$ cat config.mk
export PLATFORM = sky130hd
export DESIGN_NAME = uart_tx_fifo
export DESIGN_NICKNAME = d
export VERILOG_FILES = /design/src/rtl/uart_tx_fifo.sv
export SDC_FILE = /design/constraint.sdc
export NUM_CORES = 1
export LEC_CHECK = 0
export CAP_MARGIN = 10
export CORE_ASPECT_RATIO = 0.7
export CORE_MARGIN = 3
export CORE_UTILIZATION = 40
export CTS_BUF_LIST = sky130_fd_sc_hd__clkbuf_8
export CTS_CLUSTER_SIZE = 40
export DETAILED_ROUTE_END_ITERATION = 7
export GPL_ROUTABILITY_DRIVEN = 0
export PLACE_DENSITY_LB_ADDON = 0.2
export SYNTH_ARGS = -nofsm -noshare
export SYNTH_HDL_FRONTEND = slang
export SYNTH_SLANG_ARGS = --single-unit
$ cat constraint.sdc
create_clock -name clk -period 3.2 [get_ports clk]
set_input_delay 0.64 -clock clk [delete_from_list [all_inputs] [get_ports clk]]
set_output_delay 0.64 -clock clk [all_outputs]
set_load 0.005 [all_outputs]
$ cat src/rtl/uart_tx_fifo.sv
// Parametrised UART transmitter fed by an internal FIFO; frames go out back-to-back while data is queued.
// Optional flow control: define UART_TX_FIFO_CTS_EN to add an active-low cts_n input gating each pop.
module uart_tx_fifo #(
  parameter int CLK_FREQ   = 100_000_000,
  parameter int BAUD_RATE  = 115200,
  parameter int CLOCK_DIV  = CLK_FREQ / BAUD_RATE,
  parameter int DATA_BITS  = 8,
  parameter int PARITY     = 0,
  parameter int STOP_BITS  = 1,
  parameter int FIFO_DEPTH = 16
) (
  input  logic                            clk,
  input  logic                            rst,
  input  logic [DATA_BITS-1:0]            in_data,
  input  logic                            in_valid,
  output logic                            in_ready,
`ifdef UART_TX_FIFO_CTS_EN
  input  logic                            cts_n,
`endif
  output logic                            tx_serial,
  output logic                            tx_busy,
  output logic                            tx_done,
  output logic [$clog2(FIFO_DEPTH+1)-1:0] fifo_count
);

  localparam int CW = $clog2(FIFO_DEPTH + 1);
  localparam int AW = $clog2(FIFO_DEPTH);
  localparam int DW = $clog2(CLOCK_DIV);
  localparam int BW = $clog2(DATA_BITS);

  localparam logic [CW-1:0] DEPTH_C  = CW'(FIFO_DEPTH);
  localparam logic [DW-1:0] DIV_LAST = DW'(CLOCK_DIV - 1);
  localparam logic [BW-1:0] BIT_LAST = BW'(DATA_BITS - 1);

  localparam logic [2:0] S_IDLE   = 3'd0;
  localparam logic [2:0] S_START  = 3'd1;
  localparam logic [2:0] S_DATA   = 3'd2;
  localparam logic [2:0] S_PARITY = 3'd3;
  localparam logic [2:0] S_STOP   = 3'd4;

  logic [DATA_BITS-1:0] mem [FIFO_DEPTH];
  logic [AW-1:0]        wr_ptr;
  logic [AW-1:0]        rd_ptr;
  logic                 push;
  logic                 pop;
  logic                 can_pop;
  logic                 cts_ok;
  logic [DATA_BITS-1:0] head;

  logic [2:0]           state;
  logic [DW-1:0]        baud_cnt;
  logic [BW-1:0]        bit_idx;
  logic                 stop_idx;
  logic [DATA_BITS-1:0] shift_reg;
  logic                 par_bit;
  logic                 baud_end;
  logic                 last_stop;

  function automatic logic parity_of(input logic [DATA_BITS-1:0] w);
    return (PARITY == 1) ? ~^w : ^w;
  endfunction

`ifdef UART_TX_FIFO_CTS_EN
  logic cts_meta;
  logic cts_sync;

  // Resets to "not clear" so nothing leaves before the synchroniser has seen the real input.
  always_ff @(posedge clk or posedge rst) begin
    if (rst) begin
      cts_meta <= 1'b1;
      cts_sync <= 1'b1;
    end else begin
      cts_meta <= cts_n;
      cts_sync <= cts_meta;
    end
  end

  assign cts_ok = ~cts_sync;
`else
  assign cts_ok = 1'b1;
`endif

  assign in_ready  = (fifo_count < DEPTH_C);
  assign push      = in_valid && in_ready;
  assign head      = mem[rd_ptr];
  assign can_pop   = (fifo_count != '0) && cts_ok;
  assign baud_end  = (baud_cnt == DIV_LAST);
  assign last_stop = (STOP_BITS == 1) ? 1'b1 : stop_idx;
  assign pop       = can_pop && ((state == S_IDLE) ||
                                 ((state == S_STOP) && baud_end && last_stop));

  always_ff @(posedge clk) begin
    if (push) begin
      mem[wr_ptr] <= in_data;
    end
  end

  // Pointers wrap naturally since the depth is a power of two.
  always_ff @(posedge clk or posedge rst) begin
    if (rst) begin
      wr_ptr     <= '0;
      rd_ptr     <= '0;
      fifo_count <= '0;
    end else begin
      if (push) begin
        wr_ptr <= wr_ptr + AW'(1);
      end
      if (pop) begin
        rd_ptr <= rd_ptr + AW'(1);
      end
      case ({push, pop})
        2'b10:   fifo_count <= fifo_count + CW'(1);
        2'b01:   fifo_count <= fifo_count - CW'(1);
        default: fifo_count <= fifo_count;
      endcase
    end
  end

  always_ff @(posedge clk or posedge rst) begin
    if (rst) begin
      state     <= S_IDLE;
      tx_serial <= 1'b1;
      tx_busy   <= 1'b0;
      tx_done   <= 1'b0;
      baud_cnt  <= '0;
      bit_idx   <= '0;
      stop_idx  <= 1'b0;
      shift_reg <= '0;
      par_bit   <= 1'b0;
    end else begin
      tx_done <= 1'b0;
      if (state != S_IDLE) begin
        baud_cnt <= baud_end ? '0 : baud_cnt + DW'(1);
      end
      case (state)
        S_IDLE: begin
          tx_serial <= 1'b1;
          if (pop) begin
            shift_reg <= head;
            par_bit   <= parity_of(head);
            state     <= S_START;
            tx_serial <= 1'b0;
            baud_cnt  <= '0;
            tx_busy   <= 1'b1;
          end
        end
        S_START: begin
          if (baud_end) begin
            state     <= S_DATA;
            bit_idx   <= '0;
            tx_serial <= shift_reg[0];
          end
        end
        // shift_reg[0] is on the line; the next bit is always shift_reg[1].
        S_DATA: begin
          if (baud_end) begin
            if (bit_idx == BIT_LAST) begin
              if (PARITY != 0) begin
                state     <= S_PARITY;
                tx_serial <= par_bit;
              end else begin
                state     <= S_STOP;
                stop_idx  <= 1'b0;
                tx_serial <= 1'b1;
              end
            end else begin
              bit_idx   <= bit_idx + BW'(1);
              tx_serial <= shift_reg[1];
              shift_reg <= shift_reg >> 1;
            end
          end
        end
        S_PARITY: begin
          if (baud_end) begin
            state     <= S_STOP;
            stop_idx  <= 1'b0;
            tx_serial <= 1'b1;
          end
        end
        S_STOP: begin
          if (baud_end) begin
            if (last_stop) begin
              tx_done <= 1'b1;
              if (pop) begin
                shift_reg <= head;
                par_bit   <= parity_of(head);
                state     <= S_START;
                tx_serial <= 1'b0;
              end else begin
                state   <= S_IDLE;
                tx_busy <= 1'b0;
              end
            end else begin
              stop_idx <= 1'b1;
            end
          end
        end
        default: begin
          state     <= S_IDLE;
          tx_serial <= 1'b1;
          tx_busy   <= 1'b0;
        end
      endcase
    end
  end

endmodule

==> impl.org, run 1 <==
** Power
- The analysis attributes to net switching a power of ~1300 uW.
- Dividing total power by cell area gives a power density of around 580 nW/um^2.
- Total power of the final layout :: ~4600 uW
- For this design the static power due to leakage is 0.00271 uW.
- Combinational logic burns 11.3% of the power.
- Sequential cell fraction of total power :: 56.4%
- The clock network accounts for approximately a third of the total power.
- Switching share of power :: roughly 28%
- Worst IR drop on VDD :: roughly 0.00021 V
- Cell-internal power :: around 3300 uW

** Floorplanning
- Cell row count :: 39
- The initial utilization of the core area, before any placement, comes to 42.0%.
- Die X-Extent :: 165 um
- The die covers around 19000 um^2.
- For this design the top-level I/O count stands at 20.
- Die outline height :: 117 um
- The core region is 16800 um^2.

** Outcome
- The run finished with clean final reports.

** Routing
- After detailed routing, no signal wire sits above met4.
- Routed wire length :: 14500 um
- For this run, the detailed router's first-pass iteration total came to 5.
- In the routed design, unresolved DRC markers number 0.
- In the final routing, the length of wire on met1 measures between 7000 and 8000 um.
- Routed vias/inst :: about 5.5
- After the first detailed-routing iteration, the DRC count stood at 455.
- Total vias in the final route :: 3851
- DR WL met2 :: 6550 um
- The routed design uses 652 um of met3 wire.
- Detail-routed net length per standard cell :: around 21 um
- Once detail routing completed, the nets flagged for antenna violations numbered 0.

** Hold path
- The startpoint identified for the worst hold timing path is baud_cnt[9].
- Path type of the worst min-delay path :: flop to flop

** Synth
- Cell variety after synth :: 50
- Syn avg cell area :: 16.1 um^2
- Top flip-flop cell by instance count after synthesis :: sky130_fd_sc_hd__edfxtp_1
- After synthesis, the share of flip-flops with an asynchronous set or reset is 23.8%.
- The number of nets in the synthesized netlist is 459.
- Yosys mapped a number of flops with a built-in enable equal to around 130.
- Synthesized instance count :: 437
- Cell Area, Synth :: approximately 7000 um^2
- The share of the Yosys chip area taken by registers is between 60 and 70%.
- Number of synthesized register bits :: 168
- During synthesis, Yosys emitted a total of 0 warnings.

** Critical path
- STA classifies the critical path endpoint as a flop.
- Crit Path Class :: flop to flop
- Among the stages of the critical path, the cell type that occurs most often is sky130_fd_sc_hd__ha_1.
- The worst register-to-register path begins at baud_cnt[0].
- CP Cell Sequence :: ha_1 > or3b_4 > or4_1 > a21oi_4 > ha_1 > xor2_1 > ha_1 > nand2_1 > nor2_1 > o21ai_0 > a31oi_1 > xnor2_1
- Startpoint of the most critical setup path :: baud_cnt[0]
- In this design, the largest share of critical-path delay is due to simple AND/OR/NAND/NOR gates.
- At the worst endpoint, the required time is 3.59 ns.
- The worst setup path is launched from a flop.
- Along the worst path, the maximum fanout reaches 5.
- Slowest stage cell, crit path :: sky130_fd_sc_hd__or4_1
- Crit path buf inv count :: 0
- Critical path's largest stage delay :: 0.48 ns
- Data arrival at the endpoint of the critical path :: 3.35 ns

** Finish
- For this run, the post-layout net count is around 490.
- Of the cells placed in the final design, the portion with a size suffix greater than 1 is 18.8%.
- The register with the most flip-flops in the layout has 128 of them.
- Number of fill cells :: 1450
- Number of antenna cells inserted :: 0
- Cell area after layout :: roughly 8000 um^2
- Measured on the finished design, the core utilization comes to 47.4%.
- Layout-stage area growth over the synthesis result :: 12.9%

** Clocking
- In this run, post-CTS repair resized a total of 0 instances.
- Clock tree from TritonCTS :: built
- The root buffer cell chosen for the clock tree is sky130_fd_sc_hd__clkbuf_8.
- The clock net in this run drives a total of 168 sinks.
- Clock latency on the worst-skew pair, taken at its later pin, is 0.46 ns.
- Maximum count of clock buffers along a single path :: 2
- H-tree depth reported by CTS :: 4
- Hold_buf cts :: 0
- After clock tree synthesis, the clock-pin slew on the worst setup and hold paths is around 0.10 ns.
- Number of buffers created by CTS :: 17
- Post-CTS setup repair buffer count :: 0

** STA
- Max-slew violation total from the final report :: 0
- Of the available clock period, the critical path in the final layout requires slightly above 90%.
- Total setup violations reported at the end of the flow :: 0
- Setup repair after global routing left no endpoint under its margin.
- On the final layout, the worst clock skew is approximately 0.024 ns.
- For the final routed database, the setup TNS stands at 0 ns.
- The tightest hold path in the finished design has a slack of 0.498 ns.
- Worst max-slew margin expressed relative to the limit :: 50.0%
- Final Hold Viols :: 0
- Transition time of the tightest slew-check pin :: 0.749 ns
- The worst path needs 2.97 ns of the cycle, external delays included.
- Based on the critical path, the design can be clocked at up to between 300 and 400 MHz.

** Global routing
- Global route total overflow :: 0
- Vias in the first global route :: approximately 4000
- The number of antenna violations at the first check in global routing was 0.
- The first global-routing pass estimated 23000 um of wire.
- Largest net degree at the start of global routing :: 20
- GRT Resource Usage Total :: 16.4%

** Place
- Total half-perimeter wirelength after legalization and detailed placement :: 9850 um
- Count of buffers inserted at the top-level ports :: 19
- In this run the cell area measured after placement is approximately 7500 um^2.

** Flow run
- Max-cap viol count :: 0
## worst reg2reg max path, stage by stage (launching register included)
cell                      delay, ns
sky130_fd_sc_hd__dfrtp_1       0.42
sky130_fd_sc_hd__ha_1          0.23
sky130_fd_sc_hd__or3b_4        0.41
sky130_fd_sc_hd__or4_1         0.48
sky130_fd_sc_hd__a21oi_4       0.20
sky130_fd_sc_hd__ha_1          0.21
sky130_fd_sc_hd__xor2_1        0.16
sky130_fd_sc_hd__ha_1          0.21
sky130_fd_sc_hd__nand2_1       0.07
sky130_fd_sc_hd__nor2_1        0.09
sky130_fd_sc_hd__o21ai_0       0.09
sky130_fd_sc_hd__a31oi_1       0.21
sky130_fd_sc_hd__xnor2_1       0.13
## path summary, 6_finish.rpt
check	end	slack, ns	cells after the start
max	fifo_count[4]	0.23	12
max in group asynchronous	shift_reg[5]	1.88	3
min in group asynchronous	wr_ptr[1]	0.60	2
max reg2reg	fifo_count[4]	0.23	12
min reg2reg	baud_cnt[9]	0.50	1
min	baud_cnt[9]	0.50	1
## cells in the mapped netlist, types with 4 or more instances
cell                         n  area (um^2)
sky130_fd_sc_hd__o31ai_1     5         37.5
sky130_fd_sc_hd__nand3_1     4         20.0
sky130_fd_sc_hd__nor3_1      5         25.0
sky130_fd_sc_hd__and2_1     17          106
sky130_fd_sc_hd__inv_1      10         37.5
sky130_fd_sc_hd__o21ai_0    18         90.1
sky130_fd_sc_hd__xnor2_1    11         96.3
sky130_fd_sc_hd__nor2_1     19         71.3
sky130_fd_sc_hd__a22oi_1    18          135
sky130_fd_sc_hd__buf_2       6         30.0
sky130_fd_sc_hd__clkbuf_1   11         41.3
sky130_fd_sc_hd__nor2b_1     8         50.1
sky130_fd_sc_hd__dfrtp_1    39          976
sky130_fd_sc_hd__edfxtp_1  128         3840
sky130_fd_sc_hd__nand2_1    16         60.1
sky130_fd_sc_hd__mux4_2     32          721
sky130_fd_sc_hd__a21oi_1    26          130
sky130_fd_sc_hd__ha_1       11          138
## layout make-up
cell class | instances | area, um^2 | share of cell area (%)
inverter | 10 | 37.5 | 0.471
sequential | 168 | 4850 | 60.9
timing repair buffer | 32 | 313 | 3.93
tap | 225 | 282 | 3.54
clock buffer | 17 | 234 | 2.94
clock inverter | 15 | 178 | 2.23
multi-input combinational | 238 | 2070 | 26.0
## cell families (layout without fill, tap and decap cells)
kind of cell               after synthesis  after routing  synth area share [%]
adders and majority gates               11             11                  1.95
AOI/OAI and AO/OA                       86             86                  7.90
xor gates and xnor gates                14             14                  1.74
buffers and inverters                   31             74                  1.88
and+or+nand+nor                         92             92                  7.08
DFF                                    168            168                  68.7
muxes                                   35             35                  10.7
## layout by cell type (no fill, tap or decap), drive strengths merged, types with 11 or more instances in the layout
master and n:
a21oi 27, a22oi 18, and2 17, buf 13, clkbuf 17, clkdlybuf4s50 19
dfrtp 39, edfxtp 128, ha 11, inv 17, mux4 32, nand2 16
nor2 20, o21ai 19, xnor2 11
## power groups by stage
stage                     sequential [uW]  combinational [uW]  clock [uW]
final                                2610                 523        1500
after global routing                 2640                 581        1640
after CTS                            2610                 535        1540
after detailed placement             2660                 532           0
after global placement               2650                 527           0
after floorplan                      2640                 294           0
## through the flow
stage,worst slack (ns),cells
after detailed placement,0.257,673
after floorplan,0.126,437
final,0.233,705
after global routing,0.0638,705
after global placement,0.339,673
after CTS,0.228,705
## routing by layer
layer  vias to the layer above  GRT usage (%)
li1                       1772              -
met2                        94           23.3
met5                         -              0
met1                      1975           25.9
met3                        10           3.52
met4                         0           4.19
No activity file was read; power rests on OpenSTA's default activity.
==> run 2: changes to the inputs <==
==> constraint.sdc (replaced) <==
create_clock -name clk -period 3.2 [get_ports clk]
set_input_delay 0.64 -clock clk [delete_from_list [all_inputs] [get_ports clk]]
set_output_delay 0.64 -clock clk [all_outputs]
set_load 0.02 [all_outputs]
==> results of run 2 <==
The final DEF is identical to that of run 1. Status: finished, final reports clean.
Main changes from that run: total power 4640 uW -> 4680 uW
